$ cat src/rtl/manchester_pkg.sv
// Shared types for the Manchester byte framer: FSM state encoding and default sync byte.
package manchester_pkg;

    typedef enum logic [1:0] {
        ST_HUNT    = 2'd0,
        ST_LEN     = 2'd1,
        ST_PAYLOAD = 2'd2
    } state_t;

    localparam logic [7:0] SYNC_DEFAULT = 8'hD5;

endpackage

$ cat src/rtl/manchester_byte_framer_byte_fifo.sv
// Small synchronous FIFO of {last, data} entries; a pop in the same cycle frees a slot for a push when full.
module byte_fifo #(
    parameter int FIFO_DEPTH = 4
) (
    input  logic       aclk,
    input  logic       aresetn,
    input  logic       push,
    input  logic [8:0] push_entry,
    input  logic       pop,
    output logic [8:0] head,
    output logic       full,
    output logic       empty
);
    localparam int AW = $clog2(FIFO_DEPTH);
    localparam logic [AW:0] PTR_ONE = 1;

    logic [AW:0] wr_ptr;
    logic [AW:0] rd_ptr;
    logic [8:0]  mem [FIFO_DEPTH];
    logic        do_push;
    logic        do_pop;

    assign empty   = (wr_ptr == rd_ptr);
    assign full    = (wr_ptr[AW] != rd_ptr[AW]) && (wr_ptr[AW-1:0] == rd_ptr[AW-1:0]);
    assign do_pop  = pop && !empty;
    assign do_push = push && (!full || do_pop);

    // Head is forced to zero when empty so tdata/tlast read 0 whenever tvalid is low.
    assign head = empty ? 9'd0 : mem[rd_ptr[AW-1:0]];

    always_ff @(posedge aclk or negedge aresetn) begin
        if (!aresetn) begin
            wr_ptr <= '0;
            rd_ptr <= '0;
            for (int i = 0; i < FIFO_DEPTH; i++) begin
                mem[i] <= 9'd0;
            end
        end else begin
            if (do_push) begin
                mem[wr_ptr[AW-1:0]] <= push_entry;
                wr_ptr              <= wr_ptr + PTR_ONE;
            end
            if (do_pop) begin
                rd_ptr <= rd_ptr + PTR_ONE;
            end
        end
    end

endmodule

$ cat src/rtl/manchester_byte_framer.sv
// Frames the decoded Manchester bit stream: sync hunt, length byte, MSB-first payload
// bytes out through a FIFO on AXI4-Stream, with stall-timeout and overflow aborts.
module manchester_byte_framer
    import manchester_pkg::*;
#(
    parameter logic [7:0] SYNC_WORD      = SYNC_DEFAULT,
    parameter int         FIFO_DEPTH     = 4,
    parameter int         TIMEOUT_CYCLES = 64
) (
    input  logic       aclk,
    input  logic       aresetn,
    input  logic [1:0] decoded_bits,
    input  logic [1:0] num_decoded_bits,
    output logic [7:0] m_axis_tdata,
    output logic       m_axis_tvalid,
    input  logic       m_axis_tready,
    output logic       m_axis_tlast,
    output logic       in_frame,
    output logic       sync_found,
    output logic       err_timeout,
    output logic       err_overflow
);
    localparam int IW = $clog2(TIMEOUT_CYCLES + 1);
    localparam logic [IW-1:0] IDLE_MAX  = IW'(TIMEOUT_CYCLES);
    localparam logic [IW-1:0] IDLE_LAST = IW'(TIMEOUT_CYCLES - 1);
    localparam logic [IW-1:0] IDLE_ONE  = 1;

    state_t        state_q, state_n;
    logic [7:0]    window_q, window_n;
    logic [2:0]    bit_cnt_q, bit_cnt_n;
    logic [7:0]    remaining_q, remaining_n;
    logic [IW-1:0] idle_q, idle_n;
    logic          sync_q, timeout_q, overflow_q, in_frame_q;

    logic          sync_det, timeout_det, overflow_det;
    logic          has_bits, bit_ok, bit_val, last_byte;
    logic          push, pop;
    logic [8:0]    push_entry, head;
    logic          fifo_full, fifo_empty;

    byte_fifo #(
        .FIFO_DEPTH (FIFO_DEPTH)
    ) u_fifo (
        .aclk       (aclk),
        .aresetn    (aresetn),
        .push       (push),
        .push_entry (push_entry),
        .pop        (pop),
        .head       (head),
        .full       (fifo_full),
        .empty      (fifo_empty)
    );

    assign m_axis_tvalid = !fifo_empty;
    assign m_axis_tdata  = head[7:0];
    assign m_axis_tlast  = head[8];
    assign pop           = m_axis_tvalid && m_axis_tready;

    assign in_frame     = in_frame_q;
    assign sync_found   = sync_q;
    assign err_timeout  = timeout_q;
    assign err_overflow = overflow_q;

    always_comb begin
        state_n      = state_q;
        window_n     = window_q;
        bit_cnt_n    = bit_cnt_q;
        remaining_n  = remaining_q;
        idle_n       = idle_q;
        sync_det     = 1'b0;
        timeout_det  = 1'b0;
        overflow_det = 1'b0;
        push         = 1'b0;
        push_entry   = 9'd0;
        bit_ok       = 1'b0;
        bit_val      = 1'b0;
        last_byte    = 1'b0;
        has_bits     = (num_decoded_bits == 2'd1) || (num_decoded_bits == 2'd2);

        if (!has_bits && state_q != ST_HUNT && idle_q == IDLE_LAST) begin
            timeout_det = 1'b1;
            state_n     = ST_HUNT;
            window_n    = 8'd0;
            bit_cnt_n   = 3'd0;
        end

        // Slot 0 carries the older bit of a pair; a single bit always rides in slot 1.
        for (int k = 0; k < 2; k++) begin
            bit_ok  = (num_decoded_bits == 2'd2) || (num_decoded_bits == 2'd1 && k == 1);
            bit_val = (k == 0) ? decoded_bits[1] : decoded_bits[0];
            if (bit_ok) begin
                window_n = {window_n[6:0], bit_val};
                case (state_n)
                    ST_HUNT: begin
                        if (window_n == SYNC_WORD) begin
                            state_n   = ST_LEN;
                            bit_cnt_n = 3'd0;
                            sync_det  = 1'b1;
                        end
                    end
                    ST_LEN: begin
                        if (bit_cnt_n == 3'd7) begin
                            bit_cnt_n = 3'd0;
                            if (window_n == 8'd0) begin
                                state_n  = ST_HUNT;
                                window_n = 8'd0;
                            end else begin
                                remaining_n = window_n;
                                state_n     = ST_PAYLOAD;
                            end
                        end else begin
                            bit_cnt_n = bit_cnt_n + 3'd1;
                        end
                    end
                    ST_PAYLOAD: begin
                        if (bit_cnt_n == 3'd7) begin
                            bit_cnt_n = 3'd0;
                            if (fifo_full && !pop) begin
                                overflow_det = 1'b1;
                                state_n      = ST_HUNT;
                                window_n     = 8'd0;
                            end else begin
                                last_byte   = (remaining_n == 8'd1);
                                push        = 1'b1;
                                push_entry  = {last_byte, window_n};
                                remaining_n = remaining_n - 8'd1;
                                if (last_byte) begin
                                    state_n  = ST_HUNT;
                                    window_n = 8'd0;
                                end
                            end
                        end else begin
                            bit_cnt_n = bit_cnt_n + 3'd1;
                        end
                    end
                    default: begin
                        state_n   = ST_HUNT;
                        window_n  = 8'd0;
                        bit_cnt_n = 3'd0;
                    end
                endcase
            end
        end

        if (state_n == ST_HUNT || has_bits) begin
            idle_n = '0;
        end else if (idle_q != IDLE_MAX) begin
            idle_n = idle_q + IDLE_ONE;
        end
    end

    always_ff @(posedge aclk or negedge aresetn) begin
        if (!aresetn) begin
            state_q     <= ST_HUNT;
            window_q    <= 8'd0;
            bit_cnt_q   <= 3'd0;
            remaining_q <= 8'd0;
            idle_q      <= '0;
            sync_q      <= 1'b0;
            timeout_q   <= 1'b0;
            overflow_q  <= 1'b0;
            in_frame_q  <= 1'b0;
        end else begin
            state_q     <= state_n;
            window_q    <= window_n;
            bit_cnt_q   <= bit_cnt_n;
            remaining_q <= remaining_n;
            idle_q      <= idle_n;
            sync_q      <= sync_det;
            timeout_q   <= timeout_det;
            overflow_q  <= overflow_det;
            in_frame_q  <= (state_n != ST_HUNT);
        end
    end

endmodule

$ cat config.mk
export PLATFORM = sky130hd
export DESIGN_NAME = manchester_byte_framer
export DESIGN_NICKNAME = d
export VERILOG_FILES = /design/src/rtl/manchester_pkg.sv /design/src/rtl/manchester_byte_framer_byte_fifo.sv /design/src/rtl/manchester_byte_framer.sv
export SDC_FILE = /design/constraint.sdc
export NUM_CORES = 1
export LEC_CHECK = 0
export CAP_MARGIN = 15
export CORE_MARGIN = 3
export CORE_UTILIZATION = 65
export CTS_BUF_LIST = sky130_fd_sc_hd__clkbuf_4
export DETAILED_ROUTE_END_ITERATION = 8
export PLACE_DENSITY = 0.85
export SKIP_CTS_REPAIR_TIMING = 1
export SLEW_MARGIN = 25
export SYNTH_ARGS = -nofsm -noshare
export SYNTH_HDL_FRONTEND = slang
export SYNTH_HIERARCHICAL = 1
export SYNTH_SLANG_ARGS = --single-unit
$ cat constraint.sdc
create_clock -name aclk -period 11.3 [get_ports aclk]
set_input_delay 2.26 -clock aclk [delete_from_list [all_inputs] [get_ports aclk]]
set_output_delay 2.26 -clock aclk [all_outputs]
set_load 0.01 [all_outputs]
==> impl_results.md <==
- Outcome: complete, no violations
- Fraction of registers with async set/reset: 100%
- Post-synthesis xor/xnor area fraction: under 10%
- Max cap viols: 0
- I/O pins: 21
- Design Area, Final: 5430 um^2
- First-pass GRT wire length: 20500 um
- Number of CTS-inserted buffers: 9
- Synthesized flop and latch total: 73
- Post-synthesis mux area share: 14.3%
- Final hold viol count: 0
- Final number of setup-violating endpoints: 0
- Largest family of logic cells by synthesized area: compound AO/OA/AOI/OAI gates
- Commonest cells post-synth: dfrtp_1 (73), nor2_1 (46), mux2_2 (39), nand2_1 (39), inv_1 (28)
- Syn Nets: 542
- Finished Core Util: 73.3%
- Synth Area in Compound Gates: 19.8%
- DRT Pass-1 Iters: 5
- Count leader, synth: dfrtp_1
- CP endpoint kind: register
- Total GRT Usage: between 20% and 30%
- Total power density per cell area: 192 nW/um^2
- Post-DP HPWL: 9010 um
- WHS Path Cells: 1
- Clock Power Share: 16.4%
- Die area: 8860 um^2
- GP Congestion: 0.965
- Starting DRT DRC Count: 490
- Switching portion of total power: a little under half
- Top cells by area, synth: dfrtp_1 (36%), mux2_2 (8.7%), ha_1 (6.0%)
- Unrepaired setup endpoints after global routing: no
- Maximum buffer depth of the clock tree: 2
- Area Growth Syn to Fin: 7.59%
- Syn. warnings: 6
- Internal Power: between 500 and 600 uW
- FP Rows: 31
- Slowest CP cell: ha_1
- Post-placement cell area: between 5000 and 6000 um^2
- Delay-heaviest family, CP: simple AND/OR/NAND/NOR gates
- CP most frequent cell: ha_1
- Psw: between 400 and 500 uW
- Slew HR: 38.0%
- Hold Crit Class: register to register
- Pleak: around 2.5 nW
- Clock Pin Slew Worst Setup and Hold Paths: roughly 0.12 ns
- Final layout net count: 553
- CP cell instances: clkdlybuf4s50_1 > inv_1 > ha_1 > nand2b_1 > or4_4 > and2_1 > ha_1 > ha_1 > nor2b_1 > nor2_1 > nand2_1 > o31ai_1 > a21oi_1 > ha_1 > inv_1 > nor3_1 > nor2_1 > nor2_1 > and2_1 > o41ai_4 > mux2_2
- Post-synth EDFFs: 0
- Kind of critical path: input port to register
- Period utilization: between 60% and 70%
- Critical path required time: 11.60 ns
- Post-Synth Simple-Gate Area: 16.5%
- Reg area: roughly 1800 um^2
- Fmax: 130 MHz
- DRT antenna net count: 0
- Post-Syn Area: 5050 um^2
- Adder-cell share of the synthesized area: under 10%
- Multi-input gate area: 3010 um^2
- Via count: 4219
- Remaining Overflow, GRT: 0
- Final worst path period need: roughly 7.7 ns
- Avg Vias per Cell: 6.74
- Mean routed wirelength per cell: 19.7 um
- Total clock sinks: 73
- Root Buffer: clkbuf_4
- Yosys top cell by area: dfrtp_1
- Synth top area share: 36.2%
- Post-route DRC: 0
- Ant. Diodes: 0
- Setup TNS: 0 ns
- Core box area: 7410 um^2
- Combinational Power Share: 48.8%
- Port Buf Inserts: 20
- CTS H-tree lvls: 3
- Sequential share of the synthesized area: 36.2%
- Worst Reg-to-Reg Cells: 19
- Fillers: ~530
- CTS tree: done
- Slowest Stage Delay on Critical Path: around 0.66 ns
- Final WL: 12300 um
- Cells after Synth: ~510
- Power, Total: ~1.0 mW
- Syn Area/Cell: roughly 10 um^2
- Clk Latency, worst-skew pair: 0.42 ns
- Vias in the first global route: around 4100
- Largest net degree at the start of global routing: 74
- Buf/Inv on CP: 3
- Die Span X: 94.1 um
- Initial core utilization: 68.1%
- Worst VDD drop: 0.0957 mV
- Crit-path max FO: 20
- Die H: 94.1 um
- Worst Tran Pin Value: 0.921 ns
- Netlist cell types: 72
- Worst Hold Slack: 0.516 ns
- Data arrival, critical path: approximately 8 ns
- Layout cells sized above 1: 16.1%
- Initial antenna violation count: 0
- CP Launch Type: input port
- Crit. path cell count: 21
- Ys flop type: dfrtp_1
- Final Max Tran Viols: 0
- Seq pwr share: 34.8%
- Clk_skew: 0.0140 ns
-- cell type report --
type	count	share of cell area, %
Multi-Input combinational cell	387	55.5
Sequential cell	73	33.6
Timing Repair Buffer	21	3.78
Tap cell	99	2.28
Inverter	30	2.07
Clock inverter	7	1.45
Clock buffer	9	1.24
-- per-stage QoR --
step	cells	setup slack, ns
after floorplan	511	4.52
after global placement	610	3.48
after detailed placement	610	3.32
after CTS	626	3.75
after global routing	626	3.20
final	626	3.63
-- state kept, by name (all words and copies together), names as in the netlist --
name           flops
bit_cnt_q          3
u_fifo/wr_ptr      3
in_frame           1
err_overflow       1
sync_found         1
err_timeout        1
u_fifo/rd_ptr      3
u_fifo/mem        36
remaining_q        8
window_q           7
idle_q             7
state_q            2
-- power groups by stage --
stage / clock network (mW) / logic [mW] / registers, mW
after detailed placement: 0 / 0.492 / 0.364
final: 0.171 / 0.508 / 0.362
after CTS: 0.174 / 0.496 / 0.359
after floorplan: 0 / 0.394 / 0.326
after global placement: 0 / 0.475 / 0.363
after global routing: 0.183 / 0.559 / 0.367
-- worst paths after layout --
kind	from	endpoint	slack, ns
hold / removal	u_fifo/mem[1]	u_fifo/mem[1]	0.52
max in group asynchronous	aresetn	u_fifo/mem[32]	8.74
min in group asynchronous	aresetn	bit_cnt_q[2]	1.95
setup reg to reg	idle_q[0]	u_fifo/mem[1]	5.90
hold reg to reg	u_fifo/mem[1]	u_fifo/mem[1]	0.52
setup / recovery	num_decoded_bits[0]	u_fifo/mem[1]	3.63
-- cells by family (layout without fill, tap and decap cells) --
group	Yosys count	count (layout)
XOR/XNOR	16	16
flip-flops	73	73
buffers and inverters	51	67
AO/OA/AOI/OAI	125	125
adder cells (fa/ha/maj)	24	24
multiplexers	56	56
AND/OR/NAND/NOR	166	166
-- layer usage --
layer,wire length (um),global-route usage (%),up-vias
li1,-,-,1910
met2,5720,46.6,236
met1,5190,41.0,2037
met3,1070,5.05,36
met4,345,9.51,0
met5,0,0,-
-- cells in the final DEF, fill, tap and decap left out, drive strengths merged, types with 4 or more instances in the layout --
cell           synthesis  routed
nor2                  46      46
and2                  11      11
xor2                   7       7
clkdlybuf4s50          0      19
clkinv                 1       5
ha                    24      24
a31o                   4       4
o211ai                 4       4
nand2b                 5       5
inv                   29      31
dfrtp                 73      73
a22oi                  6       6
a211o                  4       4
a21oi                 16      16
o31ai                  4       4
mux4                   9       9
o22ai                  8       8
xnor2                  9       9
a22o                  13      13
mux2i                  8       8
and3                   8       8
nor3                   9       9
nor2b                 14      14
a32oi                  4       4
mux2                  39      39
nand3                 15      15
o21ai                 22      22
nor4                   7       7
nand2                 39      39
a21o                   5       5
o41ai                  6       6
clkbuf                15       9
No activity file was read; power rests on OpenSTA's default activity.
